`src/rtl/dmem_access_ctrl.sv`:
```
// dmem_access_ctrl: sequences one EX/MEM data-memory access into a req/ack
// handshake with a multi-cycle memory. The pipeline is held with stall_o
// until the access completes. Misaligned, conflicting and timed-out accesses
// are flagged on err_o.
module dmem_access_ctrl #(
  parameter int unsigned TIMEOUT = 255
) (
  input  logic        clk_i,
  input  logic        rst_i,
  input  logic        mem_read_i,
  input  logic        mem_write_i,
  input  logic [31:0] addr_i,
  input  logic [31:0] wdata_i,
  output logic [31:0] rdata_o,
  output logic        stall_o,
  output logic        err_o,
  output logic        mem_req_o,
  output logic        mem_we_o,
  output logic [31:0] mem_addr_o,
  output logic [31:0] mem_wdata_o,
  input  logic        mem_ack_i,
  input  logic [31:0] mem_rdata_i
);

  localparam int CNT_W = (TIMEOUT > 1) ? $clog2(TIMEOUT) : 1;
  localparam logic [CNT_W-1:0] CNT_LAST = CNT_W'(TIMEOUT - 1);

  typedef enum logic [1:0] {
    IDLE = 2'd0,
    BUSY = 2'd1,
    DONE = 2'd2
  } state_t;

  state_t           state;
  state_t           state_nxt;
  logic [CNT_W-1:0] cnt;

  logic access;
  logic conflict;
  logic misaligned;
  logic legal;
  logic timeout_hit;
  logic err_set;

  // Request decode: a conflict takes precedence over a misalignment.
  assign access      = mem_read_i | mem_write_i;
  assign conflict    = mem_read_i & mem_write_i;
  assign misaligned  = access & ~conflict & (addr_i[1:0] != 2'b00);
  assign legal       = access & ~conflict & (addr_i[1:0] == 2'b00);
  // An ack on the last allowed cycle wins over the timeout.
  assign timeout_hit = (cnt == CNT_LAST) & ~mem_ack_i;

  // State register.
  // NOTE: reset is sampled on the clock edge only (synchronous), so rst_i
  // belongs inside the edge-triggered block and never in its sensitivity list.
  always_ff @(posedge clk_i) begin
    if (rst_i) begin
      state <= IDLE;
    end else begin
      state <= state_nxt;
    end
  end

  // Next-state logic.
  // NOTE: the default assignment before the case keeps every path assigned,
  // which is what prevents a latch from being inferred.
  always_comb begin
    state_nxt = state;
    unique case (state)
      IDLE:    if (legal) state_nxt = BUSY;
      BUSY:    if (mem_ack_i || timeout_hit) state_nxt = DONE;
      DONE:    state_nxt = IDLE;
      default: state_nxt = IDLE;
    endcase
  end

  // Combinational outputs: stall and the error request for the next cycle.
  always_comb begin
    stall_o = ((state == IDLE) && legal) || (state == BUSY);
    err_set = ((state == IDLE) && (conflict || misaligned)) ||
              ((state == BUSY) && timeout_hit);
  end

  // Registered datapath: latched request, timeout counter, load data, error.
  // NOTE: all sequential state uses non-blocking assignments so every
  // register samples the pre-edge values regardless of statement order.
  always_ff @(posedge clk_i) begin
    if (rst_i) begin
      mem_req_o   <= 1'b0;
      mem_we_o    <= 1'b0;
      mem_addr_o  <= '0;
      mem_wdata_o <= '0;
      rdata_o     <= '0;
      err_o       <= 1'b0;
      cnt         <= '0;
    end else begin
      err_o <= err_set;
      unique case (state)
        IDLE: begin
          if (legal) begin
            mem_req_o   <= 1'b1;
            mem_we_o    <= mem_write_i;
            mem_addr_o  <= addr_i;
            mem_wdata_o <= wdata_i;
            cnt         <= '0;
          end
        end
        BUSY: begin
          if (mem_ack_i) begin
            mem_req_o <= 1'b0;
            if (!mem_we_o) rdata_o <= mem_rdata_i;
          end else if (timeout_hit) begin
            mem_req_o <= 1'b0;
            if (!mem_we_o) rdata_o <= '0;
          end else begin
            cnt <= cnt + 1'b1;
          end
        end
        default: ;
      endcase
    end
  end

endmodule
```
`config.mk`:
```
export PLATFORM = sky130hd
export DESIGN_NAME = dmem_access_ctrl
export DESIGN_NICKNAME = d
export VERILOG_FILES = /design/src/rtl/dmem_access_ctrl.sv
export SDC_FILE = /design/constraint.sdc
export NUM_CORES = 1
export LEC_CHECK = 0
export CORE_ASPECT_RATIO = 0.9
export CORE_MARGIN = 1.5
export CORE_UTILIZATION = 43
export CTS_CLUSTER_SIZE = 25
export DETAILED_ROUTE_END_ITERATION = 7
export PLACE_DENSITY = 0.91
export SLEW_MARGIN = 15
export SYNTH_ARGS = -nofsm -noshare
export SYNTH_HDL_FRONTEND = slang
export SYNTH_SLANG_ARGS = --single-unit
```
`constraint.sdc`:
```
create_clock -name clk_i -period 4.79 [get_ports clk_i]
set_input_delay 0.958 -clock clk_i [delete_from_list [all_inputs] [get_ports clk_i]]
set_output_delay 0.958 -clock clk_i [all_outputs]
set_load 0.1 [all_outputs]
```
* After elaboration in Yosys (flattened, before gate mapping)
Cells that the tools add are included.
** Word-level totals
- Flip-flop bits (word level) :: 109
- Input port bits :: 101
- Output and inout bits :: 100
** Cells by class
- $add $sub $neg :: 1
- Eq/ne operators :: 9
- Muxes and demuxes :: 15
- Bitwise operators :: 8
- Reductions and logical operators :: 17
** Operators with widths (count)
- $mux 32 :: 4
- $mux 8 :: 3
- $pmux 8 s2 :: 1
- $ne 2x2->1 const B :: 6
- $add 8x1->8 const B :: 1
- $eq 8x8->1 const B :: 1
- $reduce_and 4->1 :: 2
- $reduce_bool 2->1 :: 3
- $and 1x1->1 :: 5
- $logic_not 2->1 :: 2
- $logic_or 1x1->1 :: 4
- $mux 2 :: 2
- $pmux 2 s2 :: 1
- $reduce_and 2->1 :: 2
- $logic_and 1x1->1 :: 3
- $mux 1 :: 3
- $ne 3x3->1 const B :: 1
- $reduce_and 3->1 :: 1
- $eq 2x1->1 const B :: 1
- $not 1->1 :: 2
- $pmux 1 s2 :: 1
- $or 1x1->1 :: 1

* Depth between registers and ports, before layout
Gate-level depths: netlist of run 1.
- Word-level depth :: 7
- Mapped depth :: 7
- Gate-level depth less buffers :: 6

* Least setup slack after synthesis of run 1
OpenSTA, ideal clock, no wires.
- Kind :: input-to-output
- Start point :: input port mem_read_i
- End point :: output port stall_o
- Arrival :: 2.299 ns
- Required time :: 3.832 ns
- Path slack :: 1.533 ns
- Stages :: 4
- Path buffers :: 1
- Path through :: ha_1 > nand2_1 > clkbuf_1 > nand2_1
** On the way
- Longest elaborated chain between the ends :: 6
- Elaborated cells on any way between the ends :: 7
- Those cells by class :: bitwise: 5; reduce/logical: 2
** RTL lines
- start, declared :: line 10 : input logic mem_read_i,
- $and 1x1->1 :: line 47 : assign conflict = mem_read_i & mem_write_i;
- $not 1->1 :: line 49 : assign legal = access & ~conflict & (addr_i[1:0] == 2'b00);
- $and 1x1->1 * (2 in a row) :: line 49
- $logic_and 1x1->1 * :: line 79 : stall_o = ((state == IDLE) && legal) || (state == BUSY);
- $logic_or 1x1->1 * :: line 79
- end, declared :: line 15 : output logic stall_o,
Mark *: on every way between the ends. The rest lies on a longest branch, timed or not.

* Worst setup path in the final report of run 1
- Start point :: input port mem_write_i
- End point :: output port stall_o
** On the way
- Longest elaborated chain between the ends :: 6
- Elaborated cells on any way between the ends :: 7
- Those cells by class :: bitwise: 5; reduce/logical: 2
** RTL lines
- start, declared :: line 11 : input logic mem_write_i,
- $and 1x1->1 :: line 47
- $not 1->1 :: line 49
- $and 1x1->1 * (2 in a row) :: line 49
- $logic_and 1x1->1 * :: line 79
- $logic_or 1x1->1 * :: line 79
Marks and branches as above.

==> results by group, run 1 <==
Run status
  • Result of the run: complete, no violations

Clock tree
  • Cts bufs inserted: 9
  • Insertion delay to the later sink of the worst-skew pair: around 0.35 ns
  • Max clock buf depth: 2
  • Clock tree root buffer cell: sky130_fd_sc_hd__clkbuf_8
  • Num Clock Sinks: roughly 110
  • Htree depth: 3
  • Hold Buf Count CTS: 0
  • Number of gates given a new drive strength after cts: 0
  • Clock transition at the registers of the reported paths: roughly 0.1 ns
  • Total setup buffers inserted after CTS: 0
  • TritonCTS clock tree: built

Cells and area
  • Layout overhead on the synthesized area: 55.3%
  • Post-route design area: 0.00616 sq mm
  • Filler cell count: a little under 700
  • Final standard cell utilization of the core: roughly two thirds
  • Fraction of layout instances using a drive strength above 1: ~3.4%
  • Antenna diodes: 0
  • Number of standard cells in the layout, taps in and fillers out: ~800
  • Footprint of the multi-input gates: approximately 0.0016 sq mm
  • Final net count: 774
  • Total area of sequential cells: between 0.002 and 0.0025 sq mm

GRT
  • Global-route wire length before repair: about 17000 um
  • Pin count of the biggest net entering global routing: ~110
  • Vias in the first global route: 3731
  • Initial antenna violation count: 0
  • GR Util All Layers: 21.5%
  • Grt ovf: 0

Timing
  • Final-report max-slew violation count: 0
  • Final TNS setup: 0 ns
  • Post-Route Skew: 0.0124 ns
  • Worst-margin pin slew: 1.16 ns
  • Relative slew slack: between 20% and 30%
  • Maximum clock frequency: between 300 and 400 MHz
  • Final-report hold violation count: 0
  • Tmin final: between 3 and 4 ns
  • Unrepaired setup endpoints after global routing: no
  • Final cycle utilization of the critical path: approximately two thirds
  • Finish-stage setup viols: 0

Place
  • Input/output buffers: 200
  • Post-detail-place hpwl: 7750 um
  • Post-Place Cell Area: 0.00598 sq mm
  • Inst Count DP: between 700 and 800
  • Placer congestion estimate: ~0.8

Worst setup path
  • CP required: about 3.8 ns
  • Setup Crit Path Kind: in2out
  • Critical register-to-register path startpoint: state[0]
  • Endpoint class of the critical path: primary output
  • RR Endpoint: rdata_o[23]
  • Setup slack on the worst flop-to-flop path: roughly 2.3 ns
  • Cell depth of the worst flop-to-flop path: 4
  • Kind of start point of the critical path: primary input
  • Maximum fanout along the worst path: 3
  • Data arrival time of the critical path: roughly 2.2 ns

Pwr
  • Power, Total: around 1.9 mW
  • Cell Pwr Density: about 300 mW/mm^2
  • Leakage: roughly 2.1 nW
  • Largest voltage drop on the vdd net: 0.232 mV

Die
  • Die extent in y: approximately 94 um
  • CORE AREA: roughly 0.0090 sq mm
  • Horizontal extent of the die: around 100 um
  • Top Ports: 201
  • Die Area: 0.00981 sq mm
  • Standard-cell row count: 33
  • Starting Density: 43.8%

Synthesis
  • Post-synth top flop: sky130_fd_sc_hd__dfxtp_1
  • Post-synth top area share: around 55%
  • Post-synth EDFFs: 0
  • Combined area of all synthesized cells: ~0.0040 sq mm
  • Synth Instances: roughly 490
  • Biggest area consumer among synthesized cells: sky130_fd_sc_hd__dfxtp_1
  • Synth async-reset ratio: 0%
  • Number of warning messages in the yosys log: 0
  • Most area-consuming cells after synthesis: sky130_fd_sc_hd__dfxtp_1 (55%), sky130_fd_sc_hd__nand2_1 (15%), sky130_fd_sc_hd__a21oi_1 (13%), sky130_fd_sc_hd__o21ai_1 (3.8%), sky130_fd_sc_hd__clkbuf_1 (2.6%)
  • FF+latch count, synth: around 110
  • Count of distinct cell types in the synthesized netlist: 33
  • Avg Synthesized Cell Area: about 8 sq um
  • Synthesized net count: about 600
  • Part of the Yosys area used for sequential elements: a little under three fifths

Route
  • First DRT Iteration DRCs: roughly 200
  • Final routed wire length divided by cell count: 14.0 um
  • Total number of vias: just over 4000
  • Detailed-route wire length: approximately 11000 um
  • Detailed-route vias per instance: roughly 5.1
  • Count of TritonRoute iterations in the first routing pass: 7
  • DRC: 0
  • Detail Route Antenna Nets: 0

Worst hold path
  • Kind of path behind the tightest hold check: reg2reg
  • HP Start: mem_addr_o[3]
  • Worst min-delay path endpoint: mem_addr_o[3]
  • Worst Hold Depth: 2

Job
  • Max Cap Viol: 0
[where the power goes]
group	internal, mW	switching [mW]
sequential	0.934	0.0146
combinational	0.139	0.293
clock	0.195	0.303
[metal layers]
metal | vias to the layer above | global-route usage (%) | wire length [um]
met2 | 166 | 37.0 | 5340
met3 | 18 | 7.00 | 834
li1 | 1989 | - | -
met1 | 1852 | 25.6 | 4800
met5 | - | 0 | 0
met4 | 0 | 6.48 | 173
[sequential cells by signal, summed over array words and instances (netlist names)]
register / cells
err_o: 1
state: 2
mem_addr_o: 32
mem_we_o: 1
mem_wdata_o: 32
mem_req_o: 1
rdata_o: 32
cnt: 8
[logic make-up (layout without fill, tap and decap cells)]
group                    after synthesis  in the layout  share of synthesized area, %
AND/OR/NAND/NOR                      192            192                          19.7
AO/OA/AOI/OAI                        146            146                          19.2
flip-flops                           109            109                          55.0
buffers and inverters                 41            222                          4.51
adder cells (fa/ha/maj)                3              3                         0.947
multiplexers                           2              2                         0.536
[final cells by class]
cell class / instances / share of cell area, %
Clock buffer: 10 / 2.07
Clock inverter: 5 / 0.732
Tap cell: 122 / 2.48
Timing Repair Buffer: 203 / 32.8
Inverter: 4 / 0.244
Sequential cell: 109 / 35.4
Multi-Input combinational cell: 343 / 26.2
[worst max-delay path: stages]
cell and delay [ns]:
sky130_fd_sc_hd__clkdlybuf4s50_1 0.44, sky130_fd_sc_hd__ha_1 0.37, sky130_fd_sc_hd__nand2_2 0.07, sky130_fd_sc_hd__nand2_1 0.08, sky130_fd_sc_hd__buf_4 0.29
[cells in the final DEF, fill, tap and decap left out, types with 2 or more instances in the layout]
master	n
sky130_fd_sc_hd__clkdlybuf4s50_1	198
sky130_fd_sc_hd__dfxtp_1	109
sky130_fd_sc_hd__nand2_1	162
sky130_fd_sc_hd__and3_1	4
sky130_fd_sc_hd__inv_1	4
sky130_fd_sc_hd__clkbuf_8	9
sky130_fd_sc_hd__o21ai_1	30
sky130_fd_sc_hd__inv_6	2
sky130_fd_sc_hd__nor3_1	3
sky130_fd_sc_hd__a21boi_1	2
sky130_fd_sc_hd__or3_1	3
sky130_fd_sc_hd__nand3_1	8
sky130_fd_sc_hd__buf_4	5
sky130_fd_sc_hd__a21oi_1	101
sky130_fd_sc_hd__nand2b_1	3
sky130_fd_sc_hd__o21ai_0	5
sky130_fd_sc_hd__ha_1	3
[worst max-delay path by stage]
stage,startpoint,endpoint
after floorplan,mem_read_i,stall_o
after global placement,mem_write_i,mem_addr_o[28]
after detailed placement,addr_i[0],mem_wdata_o[12]
after CTS,addr_i[0],stall_o
after global routing,addr_i[0],stall_o
final,mem_write_i,stall_o
[Yosys cell counts (2+ instances only)]
library cell,number
sky130_fd_sc_hd__nand2_1,163
sky130_fd_sc_hd__dfxtp_1,109
sky130_fd_sc_hd__a21oi_1,101
sky130_fd_sc_hd__o21ai_1,30
sky130_fd_sc_hd__clkbuf_1,27
sky130_fd_sc_hd__buf_2,8
sky130_fd_sc_hd__nand3_1,8
sky130_fd_sc_hd__o21ai_0,5
sky130_fd_sc_hd__and3_1,4
sky130_fd_sc_hd__inv_1,4
sky130_fd_sc_hd__ha_1,3
sky130_fd_sc_hd__nand2b_1,3
sky130_fd_sc_hd__nor3_1,3
sky130_fd_sc_hd__or3_1,3
sky130_fd_sc_hd__a21boi_1,2
sky130_fd_sc_hd__buf_6,2
sky130_fd_sc_hd__nor2_1,2
[metrics by stage]
stage | hold WS [ns] | worst slack [ns]
floorplan | 0.456 | 1.53
global placement | 0.441 | 1.62
detailed placement | 0.446 | 1.48
CTS | 0.459 | 1.64
global route | 0.477 | 1.53
finish | 0.458 | 1.63
(Power assumes the default switching activity.)
==> run 2: changes to the inputs <==
--- a/config.mk
+++ b/config.mk
@@ -7,10 +7,10 @@
 export LEC_CHECK = 0
 export CORE_ASPECT_RATIO = 0.9
 export CORE_MARGIN = 1.5
-export CORE_UTILIZATION = 43
+export CORE_UTILIZATION = 40
 export CTS_CLUSTER_SIZE = 25
 export DETAILED_ROUTE_END_ITERATION = 7
-export PLACE_DENSITY = 0.91
+export PLACE_DENSITY = 0.86
 export SLEW_MARGIN = 15
 export SYNTH_ARGS = -nofsm -noshare
 export SYNTH_HDL_FRONTEND = slang
==> constraint.sdc (replaced) <==
create_clock -name clk_i -period 3.2 [get_ports clk_i]
set_input_delay 0.64 -clock clk_i [delete_from_list [all_inputs] [get_ports clk_i]]
set_output_delay 0.64 -clock clk_i [all_outputs]
set_load 0.1 [all_outputs]
==> results by group, run 2 (same netlist as run 1, synthesis figures left out) <==
Pwr
  • Clock power frac: a little over a quarter
  • Leakage: 2.33 nW
  • Sequential group share of total power: about half
  • Proportion of power drawn by combinational gates: 22.6%
  • Largest voltage drop on the vdd net: 0.265 mV
  • P_int: 1.91 mW
  • Cell Pwr Density: roughly 470 mW/mm^2
  • Switching component of the power: 0.926 mW
  • Switch share: about a third

Timing
  • Unrepaired setup endpoints after global routing: no
  • Final TNS setup: 0 ns
  • Worst-margin pin slew: 0.833 ns
  • Maximum clock frequency: a little under 400 MHz
  • Relative slew slack: approximately 44%
  • Final-report hold violation count: 0
  • Final-report max-slew violation count: 0
  • Setup ws final: between 0.6 and 0.7 ns
  • Tmin final: roughly 2.5 ns
  • Post-Route Skew: between 0.01 and 0.015 ns
  • Finish-stage setup viols: 0
  • Final cycle utilization of the critical path: between 70 and 80%

Clock tree
  • Insertion delay to the later sink of the worst-skew pair: approximately 0.35 ns
  • Clock tree root buffer cell: sky130_fd_sc_hd__clkbuf_8
  • Number of gates given a new drive strength after cts: 0
  • Htree depth: 3
  • TritonCTS clock tree: built
  • Max clock buf depth: 2
  • Hold Buf Count CTS: 0
  • Total setup buffers inserted after CTS: 0
  • Cts bufs inserted: 9
  • Clock transition at the registers of the reported paths: roughly 0.11 ns
  • Num Clock Sinks: ~110

Die
  • Starting Density: between 40 and 50%
  • Die extent in y: 97.5 um
  • Top Ports: between 200 and 250
  • Standard-cell row count: 34
  • Horizontal extent of the die: 108 um
  • CORE AREA: 0.00966 sq mm
  • Die Area: between 0.01 and 0.015 sq mm

Place
  • Placer congestion estimate: 0.795
  • Post-detail-place hpwl: around 8100 um
  • Worst setup slack after placement: about 0.59 ns
  • Post-Place Cell Area: 0.00580 sq mm
  • Inst Count DP: about 800
  • Input/output buffers: 200

Worst setup path
  • Cell depth of the worst flop-to-flop path: 6
  • Setup crit start: addr_i[0]
  • CP required: roughly 2.6 ns
  • Cell at the slowest stage of the critical path: sky130_fd_sc_hd__clkdlybuf4s50_1
  • Critical path, cell by cell: clkdlybuf4s50_1 > nor4_1 > nand2_2 > nand2_1 > buf_12
  • Count of buffer and inverter cells on the critical path: 2
  • CP Depth: 5
  • Endpoint class of the critical path: primary output
  • Setup slack on the worst flop-to-flop path: approximately 1.1 ns
  • Crit path capture: stall_o
  • RR Endpoint: rdata_o[23]
  • Worst path top cell family by delay: simple AND/OR/NAND/NOR gates
  • Data arrival time of the critical path: about 1.9 ns
  • Delay of the slowest cell on the worst path: roughly 0.42 ns
  • Critical register-to-register path startpoint: state[0]
  • Kind of start point of the critical path: primary input
  • Maximum fanout along the worst path: 2
  • Setup Crit Path Kind: in2out

GRT
  • Initial antenna violation count: 0
  • Vias in the first global route: roughly 3800
  • GR Util All Layers: 21.0%
  • Global-route wire length before repair: 17900 um
  • Pin count of the biggest net entering global routing: between 80 and 90
  • Grt ovf: 0

Cells and area
  • Final net count: a little under 800
  • Layout overhead on the synthesized area: 50.9%
  • Most common cell after layout, fill and taps aside: sky130_fd_sc_hd__nand2_1
  • Fraction of layout instances using a drive strength above 1: around a fifth
  • Post-route design area: about 0.006 sq mm
  • Commonest non-fill, non-tap cells in the layout: sky130_fd_sc_hd__nand2_1 (162), sky130_fd_sc_hd__dfxtp_1 (109), sky130_fd_sc_hd__buf_4 (107), sky130_fd_sc_hd__a21oi_1 (101), sky130_fd_sc_hd__clkdlybuf4s50_1 (99)
  • Number of standard cells in the layout, taps in and fillers out: a little over 800
  • Antenna diodes: 0
  • Leading registers by flop count: mem_addr_o x32, mem_wdata_o x32, rdata_o x32

Run status
  • Result of the run: complete, no violations

Worst hold path
  • Kind of path behind the tightest hold check: reg2reg

Route
  • Detail Route Antenna Nets: 0
  • DRC: 0
  • Count of TritonRoute iterations in the first routing pass: 6
  • Detailed-route wire length: between 10000 and 15000 um
  • First DRT Iteration DRCs: between 150 and 200
  • Final routed wire length divided by cell count: between 10 and 15 um
  • Detailed-route vias per instance: roughly 5
  • Total number of vias: roughly 4000

Job
  • Max Cap Viol: 0
[run 2: routing by layer]
layer | routed length, um | track usage [%] | up-vias
met2 | 5580 | 35.8 | 157
li1 | - | - | 1997
met5 | 0 | 0 | -
met3 | 817 | 6.04 | 14
met1 | 4760 | 25.5 | 1919
met4 | 154 | 6.17 | 0
[run 2: power groups by stage]
| stage | clock, mW | sequential (mW) | combinational (mW) |
|---|---|---|---|
| final | 0.773 | 1.42 | 0.641 |
| after global routing | 0.860 | 1.43 | 0.671 |
| after CTS | 0.805 | 1.42 | 0.642 |
| after detailed placement | 0 | 1.45 | 0.640 |
| after global placement | 0 | 1.45 | 0.633 |
| after floorplan | 0 | 1.74 | 0.122 |
[run 2: cell type report]
type	instances	area, sq um
clock buffers	10	138
clock inverters	5	45.0
fillers	829	3670
inverters	4	15.0
multi-input cells	343	1610
flip-flops and latches	109	2180
well taps	126	158
repair buffers	208	1830
[run 2: worst min path at each step]
stage | start | endpoint | slack, ns | cells after the start
after floorplan | cnt[5] | cnt[5] | 0.46 | 2
after global placement | mem_wdata_o[27] | mem_wdata_o[27] | 0.44 | 2
after detailed placement | mem_addr_o[10] | mem_addr_o[10] | 0.45 | 2
after CTS | mem_addr_o[10] | mem_addr_o[10] | 0.46 | 2
after global routing | mem_addr_o[23] | mem_addr_o[23] | 0.48 | 2
final | mem_wdata_o[27] | mem_wdata_o[27] | 0.46 | 2
[run 2: metrics by stage]
stage | hold slack [ns] | utilization [%] | power [mW]
floorplan | 0.456 | - | 1.86
global placement | 0.442 | 60.1 | 2.08
detailed placement | 0.447 | 60.1 | 2.09
CTS | 0.461 | 61.9 | 2.87
global route | 0.480 | 61.9 | 2.96
finish | 0.460 | 61.9 | 2.83
[run 2: tightest hold or removal path, cell delays in order, from the launching register on]
cell,delay (ns)
sky130_fd_sc_hd__dfxtp_1,0.32
sky130_fd_sc_hd__nand2_1,0.05
sky130_fd_sc_hd__a21oi_1,0.05
